==> src/rtl/i2s_pkg.sv <==
// Shared constants and types for the I2S transmitter slice.
package i2s_pkg;

  localparam int DATA_WIDTH_DEF = 24;
  localparam int SLOT_WIDTH_DEF = 32;
  localparam int BCLK_DIV_DEF   = 4;

  typedef enum logic {
    SLOT_LEFT  = 1'b0,
    SLOT_RIGHT = 1'b1
  } slot_t;

  typedef struct packed {
    logic [DATA_WIDTH_DEF-1:0] left;
    logic [DATA_WIDTH_DEF-1:0] right;
  } stereo_sample_t;

endpackage

==> src/rtl/i2s_tx_if.sv <==
// Stereo sample stream into the I2S transmitter (valid/ready handshake).
interface i2s_tx_if
  import i2s_pkg::*;
#(
  parameter int DATA_WIDTH = DATA_WIDTH_DEF
);

  logic [DATA_WIDTH-1:0] sample_left;
  logic [DATA_WIDTH-1:0] sample_right;
  logic                  sample_valid;
  logic                  sample_ready;

  modport master (
    output sample_left,
    output sample_right,
    output sample_valid,
    input  sample_ready
  );

  modport slave (
    input  sample_left,
    input  sample_right,
    input  sample_valid,
    output sample_ready
  );

endinterface

==> src/rtl/i2s_bclk_gen.sv <==
// Bit-clock divider and frame position counter; produces bclk, lrclk and
// the fall-event / frame-start strobes that pace the shift register.
module i2s_bclk_gen
  import i2s_pkg::*;
#(
  parameter int SLOT_WIDTH = SLOT_WIDTH_DEF,
  parameter int BCLK_DIV   = BCLK_DIV_DEF,
  localparam int BIT_W     = $clog2(2 * SLOT_WIDTH),
  localparam int DIV_W     = (BCLK_DIV > 2) ? $clog2(BCLK_DIV) : 1
) (
  input  logic             clkIn,
  input  logic             reset,
  output logic             bclk,
  output logic             lrclk,
  output logic             fallEvt,
  output logic             frameStart,
  output logic [BIT_W-1:0] nextBit
);

  logic [DIV_W-1:0] divCnt;
  logic [DIV_W-1:0] divCntNext;
  logic [BIT_W-1:0] bitCnt;
  slot_t            slotNext;

  always_comb begin
    fallEvt    = (divCnt == DIV_W'(BCLK_DIV - 1));
    frameStart = fallEvt && (bitCnt == BIT_W'(2 * SLOT_WIDTH - 1));
    divCntNext = fallEvt ? '0 : divCnt + DIV_W'(1);
    nextBit    = frameStart ? '0 : bitCnt + BIT_W'(1);
    // Word select leads the slot by one bit, so it flips at the last bit of the previous slot.
    slotNext   = ((nextBit >= BIT_W'(SLOT_WIDTH - 1)) && (nextBit <= BIT_W'(2 * SLOT_WIDTH - 2)))
                 ? SLOT_RIGHT : SLOT_LEFT;
  end

  always_ff @(posedge clkIn or posedge reset) begin
    if (reset) begin
      divCnt <= '0;
      bitCnt <= '0;
      bclk   <= 1'b0;
      lrclk  <= 1'b0;
    end else begin
      divCnt <= divCntNext;
      bclk   <= (divCntNext >= DIV_W'(BCLK_DIV / 2));
      if (fallEvt) begin
        bitCnt <= nextBit;
        lrclk  <= (slotNext == SLOT_RIGHT);
      end
    end
  end

endmodule

==> src/rtl/i2s_tx.sv <==
// I2S transmitter: one-deep holding register behind a valid/ready handshake,
// a frame-aligned shift register feeding sdata, and underrun signalling.
module i2s_tx
  import i2s_pkg::*;
#(
  parameter int DATA_WIDTH = DATA_WIDTH_DEF,
  parameter int SLOT_WIDTH = SLOT_WIDTH_DEF,
  parameter int BCLK_DIV   = BCLK_DIV_DEF
) (
  input  logic     clkIn,
  input  logic     reset,
  i2s_tx_if.slave  samples,
  output logic     bclk,
  output logic     lrclk,
  output logic     sdata,
  output logic     underrun
);

  localparam int BIT_W = $clog2(2 * SLOT_WIDTH);

  logic                    fallEvt;
  logic                    frameStart;
  logic [BIT_W-1:0]        nextBit;
  logic                    accept;
  logic                    full;
  logic                    fullNext;
  logic                    dataBit;
  logic [DATA_WIDTH-1:0]   holdLeft;
  logic [DATA_WIDTH-1:0]   holdRight;
  logic [2*DATA_WIDTH-1:0] shiftReg;

  i2s_bclk_gen #(
    .SLOT_WIDTH(SLOT_WIDTH),
    .BCLK_DIV  (BCLK_DIV)
  ) u_bclk_gen (
    .clkIn     (clkIn),
    .reset     (reset),
    .bclk      (bclk),
    .lrclk     (lrclk),
    .fallEvt   (fallEvt),
    .frameStart(frameStart),
    .nextBit   (nextBit)
  );

  always_comb begin
    accept   = samples.sample_valid && samples.sample_ready;
    // Load at frame start empties the register; a same-cycle accept refills it for the next frame.
    fullNext = full;
    if (frameStart) fullNext = 1'b0;
    if (accept)     fullNext = 1'b1;
    dataBit  = ((nextBit >= BIT_W'(1)) && (nextBit <= BIT_W'(DATA_WIDTH))) ||
               ((nextBit >= BIT_W'(SLOT_WIDTH + 1)) && (nextBit <= BIT_W'(SLOT_WIDTH + DATA_WIDTH)));
  end

  always_ff @(posedge clkIn or posedge reset) begin
    if (reset) begin
      full                 <= 1'b0;
      samples.sample_ready <= 1'b1;
      holdLeft             <= '0;
      holdRight            <= '0;
      shiftReg             <= '0;
      sdata                <= 1'b0;
      underrun             <= 1'b0;
    end else begin
      full                 <= fullNext;
      samples.sample_ready <= !fullNext;
      underrun             <= frameStart && !full;
      if (accept) begin
        holdLeft  <= samples.sample_left;
        holdRight <= samples.sample_right;
      end
      if (frameStart) begin
        shiftReg <= full ? {holdLeft, holdRight} : '0;
      end else if (fallEvt && dataBit) begin
        shiftReg <= {shiftReg[2*DATA_WIDTH-2:0], 1'b0};
      end
      if (fallEvt) begin
        sdata <= dataBit && shiftReg[2*DATA_WIDTH-1];
      end
    end
  end

endmodule

==> src/flat_wrapper.sv <==
// flat-port wrapper written by rule: the top's interface ports become plain ports
module i2s_tx_flat import i2s_pkg::*;
#(
  parameter int DATA_WIDTH = DATA_WIDTH_DEF,
  parameter int SLOT_WIDTH = SLOT_WIDTH_DEF,
  parameter int BCLK_DIV   = BCLK_DIV_DEF
)
  (clkIn, reset, bclk, lrclk, sdata, underrun, samples_sample_left, samples_sample_right, samples_sample_valid, samples_sample_ready);
  i2s_tx_if #(.DATA_WIDTH(DATA_WIDTH)) samples_i ();
  input  logic clkIn;
  input  logic reset;
  output logic bclk;
  output logic lrclk;
  output logic sdata;
  output logic underrun;
  input wire logic [$bits(samples_i.sample_left)-1:0] samples_sample_left;
  input wire logic [$bits(samples_i.sample_right)-1:0] samples_sample_right;
  input wire logic [$bits(samples_i.sample_valid)-1:0] samples_sample_valid;
  output wire logic [$bits(samples_i.sample_ready)-1:0] samples_sample_ready;
  assign samples_i.sample_left = samples_sample_left;
  assign samples_i.sample_right = samples_sample_right;
  assign samples_i.sample_valid = samples_sample_valid;
  assign samples_sample_ready = samples_i.sample_ready;
  i2s_tx #(.DATA_WIDTH(DATA_WIDTH), .SLOT_WIDTH(SLOT_WIDTH), .BCLK_DIV(BCLK_DIV)) u_core (.clkIn(clkIn), .reset(reset), .samples(samples_i), .bclk(bclk), .lrclk(lrclk), .sdata(sdata), .underrun(underrun));
endmodule
==> config.mk <==
export PLATFORM = sky130hd
export DESIGN_NAME = i2s_tx_flat
export DESIGN_NICKNAME = d
export VERILOG_FILES = /design/src/rtl/i2s_pkg.sv /design/src/rtl/i2s_tx_if.sv /design/src/rtl/i2s_bclk_gen.sv /design/src/rtl/i2s_tx.sv /design/src/flat_wrapper.sv
export SDC_FILE = /design/constraint.sdc
export NUM_CORES = 1
export LEC_CHECK = 0
export CAP_MARGIN = 40
export CORE_ASPECT_RATIO = 2
export CORE_UTILIZATION = 30
export DETAILED_ROUTE_END_ITERATION = 8
export GPL_ROUTABILITY_DRIVEN = 0
export GPL_TIMING_DRIVEN = 0
export PLACE_DENSITY = 0.49
export SLEW_MARGIN = 15
export SYNTH_ARGS = -nofsm -noshare
export SYNTH_HDL_FRONTEND = slang
export SYNTH_SLANG_ARGS = --single-unit
==> constraint.sdc <==
create_clock -name clkIn -period 7 [get_ports clkIn]
set_input_delay 0.7 -clock clkIn [delete_from_list [all_inputs] [get_ports clkIn]]
set_output_delay 0.7 -clock clkIn [all_outputs]
set_load 0.005 [all_outputs]
==> out/metrics.cfg <==
[global_routing]
track_usage=0.1598
antenna_found_initial=0
grt_pass1_vias=4674
grt_overflow=0
grt_max_degree=82
grt_pass1_wl_um=24210

[sta]
min_period_ns=2.583
fmax_mhz=387.2
drv_slew=0
max-slew-margin-rel=0.4926
hold_ws_ns=0.4274
rsz0062_at_grt=no
hold_viol_final=0
fin_setup_tns_ns=0
worst_pin_slew_ns=0.7611
skew_ns=0.01098
setup_viol=0
period_share=0.3690

[job]
max-cap-violations=0

[worst_setup_path]
arrival_ns=2.86
worst-path-buf-inv=2
criticalPathCategory=register to register
critPathMaxFanout=10
endpoint_kind=register
path_delay_family=buffers and inverters
worstPathRequired_ns=7.27
max_stage_delay_ns=0.48
crit_path_cell_trace=ha_1 > and3b_1 > o21ai_1 > buf_2 > buf_1 > o21ai_0 > a31oi_1
worstSetupStartpointType=register
crit_slowest_cell=dfrtp_1

[yosys]
yosysSeqAreaShare=0.4880
netlist_area_um2=5592
ys_warn_count=0
synth_edf_count=0
synthArstFlopShare=1.000
synth.net_count=567
postSynthCellCount=511
synthFlopType=dfrtp_1
synthDistinctLibCells=42
ys_ff_latch=109
syn_avg_cell_area_um2=10.94

[cts]
cts_setup_buffers=0
cts-root-buf=clkbuf_16
cts_resized=0
cts_inserted_buffers=9
cts.sinks=109
hold_buffers=0
path_clk_slew_ns=0.07
h-tree-depth=3
clockBufferDepth=2
insertion_delay_ns=0.36
cts_tree=done

[power]
power_density_nw_per_um2=173.7
vdd_drop_max_v=0.0001025
p_leak_nw=2.921
power_mw=1.168

[placed_design]
place_hpwl_um=10370
numPortBuffers=55
placed_cell_area_um2=6445

[cells_and_area]
multiInputGateArea_um2=2565
drive_gt1_frac=0.2144
layout.nets=634
nFillCells=1819
num_antenna_cells=0
seq_area_um2=2729
finalCoreUtilization=0.3674
design_area_um2=6725
areaGrowthSynthToFinish_pct=20.27

[die]
die_h_um=195.1
initial_utilization=0.3055
fp-row-count=70
die-width_um=98.54
fp.coreArea_um2=18310
die_area_um2=19220
ios=56

[outcome]
violations=DRC
status=finished with violations

[hold_path]
worstHoldPathType=register to register

[route]
ant_nets=0
num_vias=4240
viasPerCell=5.307
dr.pass1.iters=9
drt_iter0_drc=158
wl_per_cell_um=18.06
routed_wirelength_um=14430
drc=1

==> cells in the final DEF, fill, tap and decap left out, types with 4 or more instances in the layout <==
| cell | count |
|---|---|
| xnor2_1 | 5 |
| clkbuf_1 | 28 |
| ha_1 | 5 |
| o21ai_1 | 31 |
| dfrtp_1 | 108 |
| a41oi_1 | 47 |
| nand2b_1 | 4 |
| buf_4 | 4 |
| clkbuf_16 | 9 |
| a211oi_2 | 30 |
| mux2_2 | 49 |
| buf_2 | 19 |
| nand2_1 | 56 |
| clkdlybuf4s50_1 | 55 |
| inv_1 | 8 |
| nor2_1 | 6 |
| and2_1 | 45 |
| o21ai_0 | 18 |
| a211oi_1 | 16 |
==> cells in the mapped netlist (2+ instances only) <==
library cell | n | area [µm²]
a211oi_1 | 16 | 120.1
a211oi_2 | 30 | 375.4
a21oi_1 | 3 | 15.01
a41oi_1 | 47 | 411.6
and2_1 | 45 | 281.5
buf_1 | 2 | 7.510
buf_2 | 19 | 95.09
buf_4 | 4 | 30.03
buf_6 | 3 | 33.78
clkbuf_1 | 26 | 97.59
dfrtp_1 | 108 | 2703
ha_1 | 5 | 62.56
inv_1 | 9 | 33.78
mux2_2 | 49 | 551.8
nand2_1 | 56 | 210.2
nand2b_1 | 4 | 25.02
nand3b_1 | 2 | 15.01
nand4_1 | 2 | 12.51
nor2_1 | 6 | 22.52
o21ai_0 | 18 | 90.09
o21ai_1 | 31 | 155.2
o31a_1 | 2 | 17.52
xnor2_1 | 5 | 43.79
==> sequential cells by signal, indices dropped and copies added (netlist names) <==
signal,cells
u_core.u_bclk_gen.bitCnt,6
u_core.shiftReg,48
u_core.full,1
u_core.sdata,1
u_core.underrun,1
u_core.u_bclk_gen.lrclk,1
u_core.holdLeft,24
u_core.u_bclk_gen.bclk,1
u_core.samples.sample_ready,1
u_core.holdRight,24
u_core.u_bclk_gen.divCnt,1
==> final cells by class <==
class                   instances  share of cell area
inverters                       9            0.005767
repair buffers                 56             0.08595
flip-flops and latches        109              0.4058
clock buffers                  13             0.03870
plain buffers                  54             0.03926
clock inverters                 3            0.002977
well taps                     216             0.04019
multi-input cells             339              0.3814
==> stage by stage <==
step | setup slack, ns | instances
finish | 4.417 | 799
global route | 4.199 | 799
CTS | 4.371 | 799
detailed placement | 3.993 | 783
global placement | 1.667 | 782
floorplan | 3.428 | 511
==> logic make-up after synthesis <==
kind of cell,after synthesis,share of synthesized area
compound gates,157,0.2280
xor+xnor,6,0.009398
fa+ha+maj,5,0.01119
buf+inv,63,0.05325
flops,109,0.4880
mux,49,0.09868
simple gates,122,0.1114
==> power by group <==
part	switching [mW]	internal (mW)	total [mW]
sequential	0	0.629	0.629
clock	0.235	0.261	0.496
combinational	0.0164	0.0260	0.0424
==> metal layers <==
| metal | up-vias | share of wire | GRT usage | routed length (µm) |
|---|---|---|---|---|
| met3 | 16 | 0.024 | 0.01682 | 346 |
| met5 | - | 0 | 0 | 0 |
| met2 | 81 | 0.55 | 0.3065 | 8001 |
| li1 | 1998 | - | - | - |
| met1 | 2145 | 0.40 | 0.1750 | 5763 |
| met4 | 0 | 0.022 | 0.06633 | 319 |
==> final timing paths <==
path / from / endpoint / slack, ns / cells past startpoint
worst max-delay path: u_core.u_bclk_gen.bitCnt[0]$_DFFE_PP0P_ / u_core.u_bclk_gen.lrclk$_DFFE_PP0P_ / 4.42 / 7
worst min-delay path: u_core.u_bclk_gen.divCnt[0]$_DFF_PP0_ / u_core.u_bclk_gen.divCnt[0]$_DFF_PP0_ / 0.43 / 1
worst max register to register: u_core.u_bclk_gen.bitCnt[0]$_DFFE_PP0P_ / u_core.u_bclk_gen.lrclk$_DFFE_PP0P_ / 4.42 / 7
worst min register to register: u_core.u_bclk_gen.divCnt[0]$_DFF_PP0_ / u_core.u_bclk_gen.divCnt[0]$_DFF_PP0_ / 0.43 / 1
max in group asynchronous: reset / u_core.holdRight[4]$_DFFE_PP0P_ / 5.60 / 3
min in group asynchronous: reset / u_core.holdRight[14]$_DFFE_PP0P_ / 0.68 / 2
Note: power is estimated with default switching activity, not from simulation.
